`config.mk`:
```
export PLATFORM = sky130hd
export DESIGN_NAME = bin_to_bcd_seq_flat
export DESIGN_NICKNAME = d
export VERILOG_FILES = /design/src/rtl/bin_to_bcd_seq_pkg.sv /design/src/rtl/bin_to_bcd_seq_if.sv /design/src/rtl/bin_to_bcd_seq_digit_adj.sv /design/src/rtl/bin_to_bcd_seq.sv /design/src/flat_wrapper.sv
export SDC_FILE = /design/constraint.sdc
export NUM_CORES = 1
export LEC_CHECK = 0
export ABC_CLOCK_PERIOD_IN_PS = 2600
export BUFFER_PORTS_ARGS = -buffer_cell sky130_fd_sc_hd__buf_2
export CAP_MARGIN = 15
export CORE_ASPECT_RATIO = 0.75
export CORE_MARGIN = 2
export CORE_UTILIZATION = 59
export CTS_CLUSTER_DIAMETER = 30
export DETAILED_ROUTE_END_ITERATION = 16
export HOLD_SLACK_MARGIN = 0.02
export PLACE_DENSITY = 0.88
export SYNTH_ARGS = -nofsm -noshare
export SYNTH_HDL_FRONTEND = slang
export SYNTH_HIERARCHICAL = 1
export SYNTH_SLANG_ARGS = --single-unit
```
`constraint.sdc`:
```
create_clock -name clk -period 2.6 [get_ports clk]
set_input_delay 0.52 -clock clk [delete_from_list [all_inputs] [get_ports clk]]
set_output_delay 0.52 -clock clk [all_outputs]
set_load 0.02 [all_outputs]
```
`src/rtl/bin_to_bcd_seq_pkg.sv`:
```
// Shared definitions for the sequential binary-to-BCD converter:
// FSM state encoding and BCD digit constants.
package bin_to_bcd_seq_pkg;

    localparam int BCD_DIGIT_W = 4;
    localparam int ADD3_THRESH = 5;

    typedef enum logic [1:0] {
        ST_IDLE  = 2'd0,
        ST_SHIFT = 2'd1,
        ST_DONE  = 2'd2
    } state_t;

endpackage

```
`src/rtl/bin_to_bcd_seq_if.sv`:
```
// Request/result bundle between the switch logic and the BCD converter.
// The slave side is the converter, the master side is whoever feeds it.
interface bin_to_bcd_seq_if
    import bin_to_bcd_seq_pkg::*;
#(
    parameter int BIN_W  = 16,
    parameter int DIGITS = 8
);

    logic [BIN_W-1:0]              bin_in;
    logic                          start;
    logic                          auto_en;
    logic                          busy;
    logic                          done;
    logic [BCD_DIGIT_W*DIGITS-1:0] bcd_out;
    logic [DIGITS-1:0]             lz_mask;

    modport master (
        output bin_in, start, auto_en,
        input  busy, done, bcd_out, lz_mask
    );

    modport slave (
        input  bin_in, start, auto_en,
        output busy, done, bcd_out, lz_mask
    );

endinterface

```
`src/rtl/bin_to_bcd_seq_digit_adj.sv`:
```
// Double-dabble digit correction: add 3 to a BCD digit that is 5 or more,
// so the following left shift carries correctly into the next digit.
module bin_to_bcd_seq_digit_adj
    import bin_to_bcd_seq_pkg::*;
(
    input  logic [BCD_DIGIT_W-1:0] digit_in,
    output logic [BCD_DIGIT_W-1:0] digit_out
);

    // Inputs never exceed 9 here, so the 4-bit sum cannot overflow.
    always_comb begin
        digit_out = digit_in;
        if (digit_in >= BCD_DIGIT_W'(ADD3_THRESH)) begin
            digit_out = digit_in + BCD_DIGIT_W'(3);
        end
    end

endmodule

```
`src/rtl/bin_to_bcd_seq.sv`:
```
// Sequential double-dabble converter: one shift per clock, publishes packed BCD
// digits and a leading-zero blanking mask for the seven-segment display.
module bin_to_bcd_seq
    import bin_to_bcd_seq_pkg::*;
#(
    parameter int BIN_W  = 16,
    parameter int DIGITS = 8
) (
    input  logic             clk,
    input  logic             rst,
    bin_to_bcd_seq_if.slave  bus
);

    localparam int BCD_W = BCD_DIGIT_W * DIGITS;
    localparam int CNT_W = $clog2(BIN_W + 1);
    localparam logic [DIGITS-1:0] LZ_RST = {{(DIGITS-1){1'b1}}, 1'b0};

    state_t             state_q, state_d;
    logic [CNT_W-1:0]   cnt_q, cnt_d;
    logic [BIN_W-1:0]   latched_q, latched_d;
    logic [BIN_W-1:0]   shreg_q, shreg_d;
    logic [BCD_W-1:0]   scratch_q, scratch_d;
    logic [BCD_W-1:0]   scratch_adj;
    logic [BCD_W-1:0]   bcd_q, bcd_d;
    logic [DIGITS-1:0]  lz_q, lz_d;
    logic               done_q, done_d;
    logic               trigger;

    // Bit i is set when digit i and every digit above it are zero; digit 0 always shows.
    function automatic logic [DIGITS-1:0] lz_of(input logic [BCD_W-1:0] v);
        logic [DIGITS-1:0] m;
        logic              all_zero;
        m        = '0;
        all_zero = 1'b1;
        for (int i = DIGITS - 1; i >= 1; i--) begin
            all_zero = all_zero && (v[i*BCD_DIGIT_W +: BCD_DIGIT_W] == '0);
            m[i]     = all_zero;
        end
        return m;
    endfunction

    for (genvar g = 0; g < DIGITS; g++) begin : g_adj
        bin_to_bcd_seq_digit_adj u_adj (
            .digit_in  (scratch_q[g*BCD_DIGIT_W +: BCD_DIGIT_W]),
            .digit_out (scratch_adj[g*BCD_DIGIT_W +: BCD_DIGIT_W])
        );
    end

    assign trigger = bus.start || (bus.auto_en && (bus.bin_in != latched_q));

    always_comb begin
        state_d   = state_q;
        cnt_d     = cnt_q;
        latched_d = latched_q;
        shreg_d   = shreg_q;
        scratch_d = scratch_q;
        bcd_d     = bcd_q;
        lz_d      = lz_q;
        done_d    = 1'b0;
        case (state_q)
            ST_IDLE: begin
                if (trigger) begin
                    latched_d = bus.bin_in;
                    shreg_d   = bus.bin_in;
                    scratch_d = '0;
                    cnt_d     = CNT_W'(BIN_W);
                    state_d   = ST_SHIFT;
                end
            end
            ST_SHIFT: begin
                {scratch_d, shreg_d} = {scratch_adj, shreg_q} << 1;
                cnt_d = cnt_q - CNT_W'(1);
                if (cnt_q == CNT_W'(1)) begin
                    state_d = ST_DONE;
                end
            end
            ST_DONE: begin
                bcd_d   = scratch_q;
                lz_d    = lz_of(scratch_q);
                done_d  = 1'b1;
                state_d = ST_IDLE;
            end
            default: begin
                state_d = ST_IDLE;
            end
        endcase
    end

    always_ff @(posedge clk or posedge rst) begin
        if (rst) begin
            state_q   <= ST_IDLE;
            cnt_q     <= '0;
            latched_q <= '0;
            bcd_q     <= '0;
            lz_q      <= LZ_RST;
            done_q    <= 1'b0;
        end else begin
            state_q   <= state_d;
            cnt_q     <= cnt_d;
            latched_q <= latched_d;
            bcd_q     <= bcd_d;
            lz_q      <= lz_d;
            done_q    <= done_d;
        end
    end

    // Working registers are always reloaded on a trigger, so they carry no reset.
    always_ff @(posedge clk) begin
        shreg_q   <= shreg_d;
        scratch_q <= scratch_d;
    end

    assign bus.busy    = (state_q != ST_IDLE);
    assign bus.done    = done_q;
    assign bus.bcd_out = bcd_q;
    assign bus.lz_mask = lz_q;

endmodule

```
`src/flat_wrapper.sv`:
```
// flat-port wrapper written by rule: the top's interface ports become plain ports
module bin_to_bcd_seq_flat import bin_to_bcd_seq_pkg::*;
#(
    parameter int BIN_W  = 16,
    parameter int DIGITS = 8
)
  (clk, rst, bus_bin_in, bus_start, bus_auto_en, bus_busy, bus_done, bus_bcd_out, bus_lz_mask);
  bin_to_bcd_seq_if #(.BIN_W(BIN_W), .DIGITS(DIGITS)) bus_i ();
  input  logic clk;
  input  logic rst;
  input wire logic [$bits(bus_i.bin_in)-1:0] bus_bin_in;
  input wire logic [$bits(bus_i.start)-1:0] bus_start;
  input wire logic [$bits(bus_i.auto_en)-1:0] bus_auto_en;
  output wire logic [$bits(bus_i.busy)-1:0] bus_busy;
  output wire logic [$bits(bus_i.done)-1:0] bus_done;
  output wire logic [$bits(bus_i.bcd_out)-1:0] bus_bcd_out;
  output wire logic [$bits(bus_i.lz_mask)-1:0] bus_lz_mask;
  assign bus_i.bin_in = bus_bin_in;
  assign bus_i.start = bus_start;
  assign bus_i.auto_en = bus_auto_en;
  assign bus_busy = bus_i.busy;
  assign bus_done = bus_i.done;
  assign bus_bcd_out = bus_i.bcd_out;
  assign bus_lz_mask = bus_i.lz_mask;
  bin_to_bcd_seq #(.BIN_W(BIN_W), .DIGITS(DIGITS)) u_core (.clk(clk), .rst(rst), .bus(bus_i));
endmodule
```
==> impl_results.rst <==
.. list-table::
   :header-rows: 1

   * - Metric
     - Value
   * - Data arrival at the endpoint of the critical path
     - 2.10 ns
   * - Maximum single-stage delay on the critical path
     - 0.40 ns
   * - Static Leak
     - 3.039 nW
   * - Clock Root Buffer
     - sky130_fd_sc_hd__clkbuf_16
   * - Number of maximum-capacitance constraint violations
     - 0
   * - Worst-path maximum fanout
     - 33
   * - Max IR drop VDD
     - 0.0005971 V
   * - Post-cts resize count
     - 0
   * - Nets in the synthesized netlist
     - 571
   * - Post-CTS setup buffer count
     - 0
   * - Period utilization
     - 0.7838
   * - Core region area
     - 0.009009 mm2
   * - Final HPWL from detailed placement
     - 7428 um
   * - Drt total wl
     - 11170 um
   * - Worst-Skew Late Latency
     - 0.35 ns
   * - Via count normalized by instance count
     - 5.570
   * - Critical Path Start Type
     - register
   * - Max Clock Skew
     - 0.007300 ns
   * - Critical path's slowest cell
     - sky130_fd_sc_hd__dfrtp_1
   * - Endpoint class of the critical path
     - register
   * - Min-Delay Path Class
     - input pin to asynchronous set/reset pin
   * - Global-route total usage across every layer
     - 0.2395
   * - Worst Tran Pin Value
     - 0.8343 ns
   * - First-pass GRT wire length
     - 18490 um
   * - Status
     - complete, no violations
   * - CTS tree
     - built
   * - Layout Nets
     - 632
   * - Worst R2R Setup Slack
     - 0.56 ns
   * - Vias in the first global route
     - 3786
   * - Worst-case clock buffer depth
     - 2
   * - Power per Cell Area
     - 1241 mW/mm2
   * - Instance count of the mapped netlist
     - 533
   * - Critical path data required time
     - 2.66 ns
   * - Initial standard-cell utilization of the core
     - 0.6060
   * - Input/output buffers
     - 60
   * - Number of optimization iterations in the first detailed-route pass
     - 5
   * - Setup repair after global routing missed its margin
     - no
   * - Total design power
     - 7.661 mW
   * - Pins Over Slew Limit
     - 0
   * - CP Class
     - register to register
   * - PnR worst setup slack
     - 0.5620 ns
   * - Initial antenna violation count
     - 0
   * - Total standard cell area after synthesis
     - 0.005459 mm2
   * - Routed wirelength normalized by instance count
     - 15.70 um
   * - CP cell instances
     - xor2_1, nor4_1, nand4_1, a31o_2, buf_4
   * - Synthesis-to-layout area growth
     - 13.04%
   * - Warnings from Yosys
     - 6
   * - DRC violation count after routing
     - 0
   * - Max transition margin
     - 0.4438
   * - Worst setup timing slack at the placement stage
     - 0.3554 ns
   * - RePlAce Congestion
     - 0.8109
   * - Clock slew at the register clock pins of the worst setup and hold paths
     - 0.07 ns
   * - Syn Area/Cell
     - 10.24 um2
   * - Height of the die
     - 87.31 um
   * - Rows
     - 30
   * - Fraction of layout cells with a size suffix above 1
     - 0.2053
   * - Period minus WS final
     - 2.038 ns
   * - Endpoints failing hold
     - 0
   * - Largest net degree at the start of global routing
     - 64
   * - Final setup violation count
     - 0
   * - Fillcell total
     - 673
   * - Summed negative setup slack over all endpoints
     - 0 ns
   * - Residual antenna-violating net count after detailed routing
     - 0
   * - Full die area
     - 0.01005 mm2
   * - Maximum operating frequency
     - 490.7 MHz
   * - Die boundary width
     - 115.1 um
   * - Number of hold buffers added after CTS
     - 0
   * - I/O Pins
     - 62
   * - Initial DRC count
     - 254
   * - Number of vias after detailed routing
     - 3960
   * - Num CTS Buffers
     - 9
   * - Clock Sinks
     - 111
   * - Residual overflow from global routing
     - 0
   * - H-tree depth reported by CTS
     - 3
   * - Number of antenna cells inserted
     - 0
-- stage by stage --
stage                     instances  area, um2  hold WS, ns    util
after detailed placement        695       5889       0.4510  0.6538
final                           711       6171       0.4035  0.6850
after global routing            711       6171       0.4286  0.6850
after global placement          695       5889       0.4488  0.6538
after floorplan                 533       5459       0.4589       -
after CTS                       711       6171       0.4082  0.6850
-- worst max-delay path, delay by kind of cell, from the launching register on --
kind,cells,cell delay (ns)
buf+inv,1,0.26
flops,1,0.40
compound gates,1,0.30
simple gates,2,0.59
xor+xnor,1,0.16
-- registers in the layout, indices dropped and copies added, names as in the netlist --
| name | flops |
|---|---|
| u_core/bus.lz_mask | 7 |
| u_core/bus.bcd_out | 32 |
| u_core/shreg_q | 16 |
| u_core/latched_q | 16 |
| u_core/bus.done | 1 |
| u_core/scratch_q | 32 |
| u_core/cnt_q | 5 |
| u_core/state_q | 2 |
-- cell type report --
| cell class | instances | area (um2) | area share |
|---|---|---|---|
| Inverter | 23 | 86.33 | 0.01399 |
| Clock buffer | 10 | 239.0 | 0.03873 |
| Clock inverter | 6 | 42.54 | 0.006894 |
| Multi-Input combinational cell | 380 | 2268 | 0.3676 |
| Tap cell | 112 | 140.1 | 0.02271 |
| Sequential cell | 111 | 3027 | 0.4905 |
| Timing Repair Buffer | 69 | 367.9 | 0.05961 |
-- power breakdown --
group / total [mW] / leakage, nW / switching, mW / internal [mW]
Clock: 1.31 / 0.137 / 0.630 / 0.682
Combinational: 2.96 / 1.56 / 1.59 / 1.37
Sequential: 3.39 / 1.34 / 0.624 / 2.76
-- per-layer routing --
layer | track usage | routed length [um] | vias up
met3 | 0.05498 | 622 | 13
met2 | 0.3925 | 5420 | 115
met1 | 0.3165 | 4974 | 1933
met4 | 0.08324 | 148 | 0
li1 | - | - | 1899
met5 | 0 | 0 | -
-- cells in the final DEF, fill, tap and decap left out, drive strengths merged, types with 2 or more instances in the layout --
master	instances
mux2	15
nand2	174
xor2	18
a21oi	9
o31ai	2
nand2b	16
xnor2	9
nor2	12
nor4	7
buf	69
clkbuf	10
o21a	2
inv	26
a211oi	2
dfrtp	56
clkinv	2
nand4	2
ha	18
dfstp	7
or4	5
a22oi	16
mux2i	8
nand3	2
o21ai	17
and2	34
edfxtp	48
nor2b	2
-- worst paths after layout --
path	from	end	cells after the start
setup / recovery	u_core/latched_q[3]$_DFFE_PP0P_	u_core/scratch_q[19]$_SDFFCE_PN0P_	5
hold / removal	rst	u_core/latched_q[15]$_DFFE_PP0P_	3
setup reg to reg	u_core/latched_q[3]$_DFFE_PP0P_	u_core/scratch_q[19]$_SDFFCE_PN0P_	5
hold reg to reg	u_core/bus.lz_mask[5]$_DFFE_PP1P_	u_core/bus.lz_mask[5]$_DFFE_PP1P_	2
max in group asynchronous	rst	u_core/latched_q[13]$_DFFE_PP0P_	3
min in group clk	bus_bin_in[0]	u_core/latched_q[0]$_DFFE_PP0P_	3
Note: power is estimated with default switching activity, not from simulation.
